### src/rtl/score_glyph_gen.sv
// Score register with bus-write commands, double-dabble BCD conversion and 4x8 digit glyph output.
// Optional macro SCORE_SATURATE_EN: ADD overflow clamps to MAX_SCORE instead of wrapping.
module score_glyph_gen #(
  parameter int MAX_SCORE = 999
) (
  input  logic        clk,
  input  logic        res,
  input  logic        write_en0,
  input  logic        right_addr,
  input  logic [31:0] pwdata,
  input  logic [1:0]  digit_sel,
  output logic [31:0] data,
  output logic        busy,
  output logic [9:0]  score_bin
);

  typedef enum logic [1:0] {
    ST_IDLE    = 2'd0,
    ST_CONVERT = 2'd1,
    ST_PACK    = 2'd2
  } state_t;

  localparam logic [10:0] MAX11     = 11'(MAX_SCORE);
  localparam logic [31:0] GLYPH_ZERO = 32'h7555_5557;

  state_t      r_state;
  logic [3:0]  r_cnt;
  logic [9:0]  r_score;
  logic [9:0]  r_bin;
  logic [11:0] r_bcd;
  logic [31:0] r_data;
  logic        r_busy;

  logic [1:0]  w_cmd;
  logic [10:0] w_opd;
  logic [10:0] w_sum;
  logic [10:0] w_wrap;
  logic [9:0]  w_load_val;
  logic [9:0]  w_add_val;
  logic [9:0]  w_new_score;
  logic [11:0] w_adj;
  logic [3:0]  w_digit;
  logic        w_accept;
  logic        w_unused;

  function automatic logic [11:0] dabble_adj(input logic [11:0] b);
    logic [11:0] o;
    for (int i = 0; i < 3; i++) begin
      o[4*i +: 4] = (b[4*i +: 4] >= 4'd5) ? (b[4*i +: 4] + 4'd3) : b[4*i +: 4];
    end
    return o;
  endfunction

  function automatic logic [31:0] glyph(input logic [3:0] d);
    case (d)
      4'd0:    glyph = 32'h7555_5557;
      4'd1:    glyph = 32'h2222_2222;
      4'd2:    glyph = 32'h7111_7447;
      4'd3:    glyph = 32'h7444_7447;
      4'd4:    glyph = 32'h4444_7555;
      4'd5:    glyph = 32'h7444_7117;
      4'd6:    glyph = 32'h7555_7117;
      4'd7:    glyph = 32'h4444_4447;
      4'd8:    glyph = 32'h7555_7557;
      4'd9:    glyph = 32'h7444_7557;
      default: glyph = 32'h0000_0000;
    endcase
  endfunction

  assign w_cmd      = pwdata[31:30];
  assign w_opd      = {1'b0, pwdata[9:0]};
  assign w_unused   = ^pwdata[29:10];
  assign w_accept   = write_en0 & right_addr & ~r_busy & (w_cmd != 2'b11);
  assign w_sum      = {1'b0, r_score} + w_opd;
  assign w_wrap     = w_sum - (MAX11 + 11'd1);
  assign w_load_val = (w_opd > MAX11) ? MAX11[9:0] : w_opd[9:0];
`ifdef SCORE_SATURATE_EN
  assign w_add_val  = (w_sum > MAX11) ? MAX11[9:0] : w_sum[9:0];
`else
  assign w_add_val  = (w_sum > MAX11) ? w_wrap[9:0] : w_sum[9:0];
`endif
  assign w_new_score = (w_cmd == 2'b00) ? w_load_val :
                       (w_cmd == 2'b01) ? w_add_val  : 10'd0;
  assign w_adj      = dabble_adj(r_bcd);
  assign w_digit    = (digit_sel == 2'd0) ? r_bcd[3:0] :
                      (digit_sel == 2'd1) ? r_bcd[7:4] :
                      (digit_sel == 2'd2) ? r_bcd[11:8] : 4'hF;

  // Command decode, conversion sequencing and glyph packing.
  always_ff @(posedge clk or posedge res) begin
    if (res) begin
      r_state <= ST_IDLE;
      r_cnt   <= 4'd0;
      r_score <= 10'd0;
      r_bin   <= 10'd0;
      r_bcd   <= 12'd0;
      r_data  <= GLYPH_ZERO;
      r_busy  <= 1'b0;
    end else begin
      case (r_state)
        ST_IDLE: begin
          if (w_accept) begin
            r_score <= w_new_score;
            r_bin   <= w_new_score;
            r_bcd   <= 12'd0;
            r_cnt   <= 4'd0;
            r_busy  <= 1'b1;
            r_state <= ST_CONVERT;
          end
        end
        ST_CONVERT: begin
          r_bcd <= {w_adj[10:0], r_bin[9]};
          r_bin <= {r_bin[8:0], 1'b0};
          r_cnt <= r_cnt + 4'd1;
          if (r_cnt == 4'd9) begin
            r_state <= ST_PACK;
          end
        end
        ST_PACK: begin
          // digit 15 falls through the font table to a blank glyph
          r_data  <= glyph(w_digit);
          r_busy  <= 1'b0;
          r_state <= ST_IDLE;
        end
        default: begin
          r_state <= ST_IDLE;
          r_busy  <= 1'b0;
        end
      endcase
    end
  end

  assign data      = r_data;
  assign busy      = r_busy;
  assign score_bin = r_score;

endmodule

### config.mk
export PLATFORM = sky130hd
export DESIGN_NAME = score_glyph_gen
export DESIGN_NICKNAME = d
export VERILOG_FILES = /design/src/rtl/score_glyph_gen.sv
export SDC_FILE = /design/constraint.sdc
export NUM_CORES = 1
export LEC_CHECK = 0
export ABC_AREA = 0
export BUFFER_PORTS_ARGS = -buffer_cell sky130_fd_sc_hd__buf_2
export CAP_MARGIN = 0
export CORE_MARGIN = 3
export CORE_UTILIZATION = 35
export DETAILED_ROUTE_END_ITERATION = 7
export PLACE_DENSITY_LB_ADDON = 0.25
export SLEW_MARGIN = 40
export SYNTH_ARGS = -nofsm -noshare
export SYNTH_HDL_FRONTEND = slang
export SYNTH_SLANG_ARGS = --single-unit
### constraint.sdc
create_clock -name clk -period 5.6 [get_ports clk]
set_clock_uncertainty 0.2 [all_clocks]
set_input_delay 1.12 -clock clk [delete_from_list [all_inputs] [get_ports clk]]
set_output_delay 1.12 -clock clk [all_outputs]
set_load 0.05 [all_outputs]
# Word level (Yosys, flattened, before mapping)
# Memory sizes are Yosys's and may differ from the RTL's. A register that Yosys moved wholly into a read port is not among the register bits.
# Index checks and enable logic that the tools add are counted.
op_classes:
  n_reduce_logical: 8
  n_mux: 21
  n_lt_le_gt_ge: 5
  n_eq_ne: 9
  bitwise: 5
  n_addsub: 6
ops:
  columns: ["operator", "count"]
  rows:
  - ["10-bit 2-to-1 mux", 5]
  - ["4-bit 2-to-1 mux", 6]
  - ["12-bit one-hot mux with 2 select lines", 1]
  - ["10-bit one-hot mux with 2 select lines", 1]
  - ["4-bit by 3-bit greater-or-equal comparator with 1-bit output, second input constant", 3]
  - ["12-bit 2-to-1 mux", 1]
  - ["10-bit by 10-bit adder with 11-bit output", 1]
  - ["11-bit by 10-bit greater-than comparator with 1-bit output, second input constant", 1]
  - ["10-bit greater-than comparator, second input constant", 1]
  - ["10-bit subtractor, second input constant", 1]
  - ["4-bit by 2-bit adder with 4-bit output, second input constant", 2]
  - ["4-bit one-hot mux with 2 select lines", 1]
  - ["2-bit AND reduction", 4]
  - ["2-bit by 1-bit equality test with 1-bit output, second input constant", 3]
  - ["2-bit logical NOT", 3]
  - ["2-bit != test, second input constant", 3]
  - ["4-bit by 1-bit adder with 4-bit output, second input constant", 1]
  - ["2-bit equality test, second input constant", 2]
  - ["4-bit equality test, second input constant", 1]
  - ["2-bit 2-to-1 mux", 2]
  - ["2-bit one-hot mux with 2 select lines", 1]
  - ["3-bit by 2-bit adder with 3-bit output, second input constant", 1]
  - ["1-bit bitwise AND", 3]
  - ["3-bit 2-to-1 mux", 1]
  - ["other kinds (4)", 5]
word_totals:
  inputBits: 38
  ff_bits: 71
  out_inout_bits: 43
  romBits: 384
  mem_count: 1
  wordCells: 62
mem_list:
  columns: ["name", "words", "width", "read_ports", "rd_clocked_by_memory_dff", "wr", "line", "text"]
  rows:
  - ["(no name shown)", 16, 24, 1, 1, 0, "55", "case (d)"]

# Depth between registers and ports, before layout
depth:
  word_depth: 7
  ltp_mapped: 13
  mapped_depth_nobuf: 13

# Worst setup path after synthesis
# OpenSTA, ideal clock, no wires.
synth_timing:
  path_kind: "input-to-reg"
  from: "in pwdata[0]"
  to: "reg r_bin[6]"
  arrival_time_ns: 3.368
  slack_ns: 1.901
  required_time_ns: 5.269
  path_stages: 13
  setup_ns: 0.131
  path_buffers: 0
  path_cell_list: "ha_1 > inv_1 > fa_1 > nand2b_1 > a21oi_1 > xnor2_1 > ha_1 > nand2_1 > a32oi_1 > nand2_2 > nor2_2 > a2111oi_2 > or3_1"
synth_between:
  elab_chain_len: 7
  word_cells_on_any_way: 10
  classes_between: "add/sub: 2; order compare: 2; mux: 6"
synth_rtl:
  columns: ["item", "line", "text"]
  rows:
  - ["from (decl)", "10", "input logic [31:0] pwdata,"]
  - ["10-bit by 10-bit adder with 11-bit output", "74", "assign w_sum = {1'b0, r_score} + w_opd;"]
  - ["10-bit subtractor / 11-bit by 10-bit greater-than comparator with 1-bit output (equally long branches)", "75, 80", null]
  - ["10-bit 2-to-1 mux", "80", "assign w_add_val = (w_sum > MAX11) ? w_wrap[9:0] : w_sum[9:0];"]
  - ["10-bit 2-to-1 mux", "83", "(w_cmd == 2'b01) ? w_add_val : 10'd0;"]
  - ["10-bit 2-to-1 mux (*)", "82", "assign w_new_score = (w_cmd == 2'b00) ? w_load_val :"]
  - ["10-bit 2-to-1 mux (*)", "102", "if (w_accept) begin"]
  - ["10-bit one-hot mux with 2 select lines (*)", "100", "case (r_state)"]
  - ["to (signal assigned)", "104", "r_bin <= w_new_score;"]
  - ["to (signal assigned)", "113", "r_bin <= {r_bin[8:0], 1'b0};"]
  - ["to (decl)", "29", "logic [9:0] r_bin;"]
# Mark *: on every way between the ends. The rest lies on a longest branch, timed or not. The select of a mux whose other input is x is not followed.
# A chain may end at the register's enable or synchronous reset.

# Final worst setup path
layout_timing:
  from: "in pwdata[0]"
  to: "reg r_bin[9]"
# The elaborated chain is that of the path after synthesis.

==> reports/results.txt <==
Leading register cell type out of synthesis - sky130_fd_sc_hd__dfrtp_1
Switching part of the total - 53.89%
DP Worst Slack - 1.427 ns
Die X - 105.3 um
Max-slew headroom at the worst pin - 55.02%
Critical Path End Type - flip-flop
Number of hold violations in the final report - 0
Share of the cycle needed by the critical path after routing - 70.13%
PortBufs - 52
Number of clock sinks - 50
Static leakage power - 1.810 nW
Cell internal pwr - 1.094 mW
Die Height - 105.3 um
Clock-pin slew on the worst setup and hold paths - 0.09 ns
Average footprint of a synthesized cell - 8.743 um^2
Data required time of the critical path - 5.56 ns
Cell type with the largest total area after synthesis - sky130_fd_sc_hd__dfrtp_1
Setup CP Type - in -> reg
Portion of total power attributed to the clock network - 8.5%
Maximum clock frequency - 254.6 MHz
Post-synth ARST share - 100.0%
Path class of the lowest-slack min-delay path - reg -> reg
HPWL after detailed placement - 5490 um
Startpoint of the most critical register-to-register path - score_bin[0]
Sw Pwr - 1.279 mW
Crit start category - primary input
Post-synthesis sequential area ratio - 36.56%
Remaining design rule violation count - 0
Core region area - 9415 um^2
Area growth, synth to finish - 9.746%
Effective utilization at floorplan - 36.68%
DR vias - 2,863
Die area - 11,090 um^2
Largest fanout on the critical path - 7
GRT Util Overall - 13.46%
Total Negative Setup Slacks - 0 ns
1st-pass router iterations - 4
Number of distinct library cells after synthesis - 64
Non-filler instance count after layout - 557
Final period demand of the worst path - 3.927 ns
Count of mapped cells out of synthesis - 395
Boundary Pins - 81
Number of nets in the layout - 491
Average wire per cell in the routed design - 13.32 um
Share of cells above drive strength 1 - 21.50%
Warnings from Yosys - 0
Synthesized flop and latch total - 50
CTS H-tree lvls - 2
Worst hold slack across all endpoints - 0.2803 ns
Post-cts resize count - 0
Routability cong. - 0.8152
EDFF count, synth - 0
Remaining antenna violation count after routing - 0
Quantity of hold-fixing buffers added after cts - 0
Outcome - finished clean
Initial antenna violation count - 0
RSZ-0062 raised after global routing - false
Number of global-route vias before repair - 2,661
Via density per instance - 5.140
Number of design-rule violations left by the first detailed-router iteration - 176
CTS max path bufs - 2
Final core utilization - 40.25%
Number of maximum-capacitance violations - 0
Pwr dens - 626.2 nW/um^2
N_diodes - 0
Wire length of the first global-routing pass - 12,680 um
Cell chosen for the clock root - sky130_fd_sc_hd__clkbuf_8
CP startpoint - pwdata[0]
Hold Crit Start - data[29]
Number of fill cells - 958
Total wire length - 7420 um
Number of cell rows - 35
Top cells by area, synth - sky130_fd_sc_hd__dfrtp_1 30%, sky130_fd_sc_hd__ha_1 9.1%, sky130_fd_sc_hd__dfstp_2 6.8%
Placed Cells - 549
Maximum ir drop on the vdd rail - 0.2833 mV
Share of the synthesized area in the top cell type - 29.71%
Data arrival at the endpoint of the critical path - 3.89 ns
Maximum number of pins on one net before global-route repair - 51
Combinational share of power - 63.3%
Clock tree from TritonCTS - yes
Congestion Overflow GR - 0
Reg power frac - 28.2%
Final setup violation count - 0
Buffer count from post-CTS setup fixing - 0
CTS Buf Count - 5
Number of max-slew violations in the final report - 0
Final worst slack - 1.673 ns
Syn Std Cell Area - 3453 um^2
Skew-Pair Late Insertion Delay - 0.29 ns
Slew @ Worst Pin - 0.6747 ns
R2r setup slk - 2.20 ns
[layout by cell type, fill, tap and decap left out, types with 2 or more instances in the layout]
cell	count
sky130_fd_sc_hd__and2_1	2
sky130_fd_sc_hd__buf_4	3
sky130_fd_sc_hd__o22a_1	3
sky130_fd_sc_hd__dfstp_2	9
sky130_fd_sc_hd__o22ai_1	5
sky130_fd_sc_hd__nand2_2	2
sky130_fd_sc_hd__o21ai_0	31
sky130_fd_sc_hd__nand2b_1	7
sky130_fd_sc_hd__xor2_1	3
sky130_fd_sc_hd__nand2_1	50
sky130_fd_sc_hd__a31o_2	3
sky130_fd_sc_hd__nor2b_1	2
sky130_fd_sc_hd__a21o_1	4
sky130_fd_sc_hd__a21oi_1	24
sky130_fd_sc_hd__clkbuf_1	2
sky130_fd_sc_hd__inv_1	16
sky130_fd_sc_hd__xnor2_1	7
sky130_fd_sc_hd__o31ai_1	7
sky130_fd_sc_hd__o221ai_1	3
sky130_fd_sc_hd__clkbuf_8	5
sky130_fd_sc_hd__conb_1	8
sky130_fd_sc_hd__and3_1	3
sky130_fd_sc_hd__nor3_1	4
sky130_fd_sc_hd__nand3_1	31
sky130_fd_sc_hd__nor3b_1	2
sky130_fd_sc_hd__buf_2	52
sky130_fd_sc_hd__nand4_1	3
sky130_fd_sc_hd__a31oi_1	5
sky130_fd_sc_hd__ha_1	25
sky130_fd_sc_hd__a32o_1	4
sky130_fd_sc_hd__mux2_2	3
sky130_fd_sc_hd__a211oi_1	3
sky130_fd_sc_hd__nor2_1	21
sky130_fd_sc_hd__dfrtp_1	41
sky130_fd_sc_hd__a22o_1	2
sky130_fd_sc_hd__xor2_2	2
sky130_fd_sc_hd__or3_1	3
[cell families after synthesis]
group,count (synthesis),share of synthesized area [%]
xor gates and xnor gates,12,3.478
buffers and inverters,54,8.224
other,1,0.1086
and+or+nand+nor,137,18.88
muxes,3,0.9782
AOI/OAI and AO/OA,112,22.14
DFF,50,36.56
adders and majority gates,26,9.638
[synthesized netlist by cell type, types with 3 or more instances]
| cell | number |
|---|---|
| sky130_fd_sc_hd__clkbuf_1 | 13 |
| sky130_fd_sc_hd__nand2b_1 | 7 |
| sky130_fd_sc_hd__xnor2_1 | 7 |
| sky130_fd_sc_hd__ha_1 | 25 |
| sky130_fd_sc_hd__o21ai_0 | 31 |
| sky130_fd_sc_hd__a211oi_1 | 3 |
| sky130_fd_sc_hd__or3_1 | 3 |
| sky130_fd_sc_hd__o31ai_1 | 7 |
| sky130_fd_sc_hd__inv_1 | 17 |
| sky130_fd_sc_hd__a21o_1 | 4 |
| sky130_fd_sc_hd__a32o_1 | 4 |
| sky130_fd_sc_hd__a21oi_1 | 24 |
| sky130_fd_sc_hd__o22a_1 | 3 |
| sky130_fd_sc_hd__buf_4 | 21 |
| sky130_fd_sc_hd__and3_1 | 3 |
| sky130_fd_sc_hd__nand4_1 | 3 |
| sky130_fd_sc_hd__a31o_2 | 3 |
| sky130_fd_sc_hd__o22ai_1 | 5 |
| sky130_fd_sc_hd__xor2_1 | 3 |
| sky130_fd_sc_hd__a31oi_1 | 5 |
| sky130_fd_sc_hd__dfstp_2 | 9 |
| sky130_fd_sc_hd__nor3_1 | 4 |
| sky130_fd_sc_hd__nand2_1 | 50 |
| sky130_fd_sc_hd__o221ai_1 | 3 |
| sky130_fd_sc_hd__mux2_2 | 3 |
| sky130_fd_sc_hd__dfrtp_1 | 41 |
| sky130_fd_sc_hd__nand3_1 | 31 |
| sky130_fd_sc_hd__nor2_1 | 21 |
[path summary, 6_finish.rpt]
kind	to	depth (start not counted)
max	r_bin[9]	12
min	data[29]	2
max reg2reg	r_bin[9]	11
min in group asynchronous	data[25]	2
max in group asynchronous	r_bcd[4]	2
min reg2reg	data[29]	2
[registers in the layout (all words and copies together) (netlist names)]
| name | flops |
|---|---|
| r_bcd | 12 |
| score_bin | 10 |
| data | 11 |
| r_bin | 10 |
| busy | 1 |
| r_cnt | 4 |
| r_state | 2 |
[final cells by class]
class | count | area, um^2 | area share [%]
clock inverter | 1 | 7.507 | 0.1981
tap | 129 | 161.4 | 4.259
inverter | 17 | 66.31 | 1.750
sequential | 50 | 1262 | 33.31
multi-input combinational | 298 | 1933 | 51.01
timing repair buffer | 55 | 282.8 | 7.461
clock buffer | 7 | 76.32 | 2.014
[power groups by stage]
stage,Sequential [mW],Combinational [mW],Clock (mW)
2_1_floorplan,0.900,1.02,0
3_3_place_gp,0.671,1.48,0
3_5_place_dp,0.677,1.50,0
4_1_cts,0.672,1.50,0.212
5_1_grt,0.697,1.65,0.230
6_report,0.670,1.50,0.201
[worst max-delay path, cell delays in order]
cell and delay, ns:
sky130_fd_sc_hd__buf_2 0.10, sky130_fd_sc_hd__ha_1 0.17, sky130_fd_sc_hd__inv_1 0.06, sky130_fd_sc_hd__fa_1 0.39, sky130_fd_sc_hd__nand2b_1 0.20, sky130_fd_sc_hd__a211oi_1 0.36
sky130_fd_sc_hd__o21ai_0 0.17, sky130_fd_sc_hd__a21oi_1 0.35, sky130_fd_sc_hd__nand4_2 0.26, sky130_fd_sc_hd__o31a_1 0.34, sky130_fd_sc_hd__o221ai_1 0.25, sky130_fd_sc_hd__nand3_1 0.12
[routing by layer]
metal	vias up	share of wire [%]	GRT usage, %
met4	0	0.82	3.093
met1	1345	50	19.32
met5	-	0	0
met3	5	4.1	1.898
met2	62	45	21.45
li1	1451	-	-
[stage by stage]
step / cell area, um^2 / power, mW
final: 3790 / 2.373
after global routing: 3790 / 2.576
after CTS: 3790 / 2.387
after detailed placement: 3706 / 2.175
after global placement: 3704 / 2.150
after floorplan: 3480 / 1.924
Note: power is estimated with default switching activity, not from simulation.
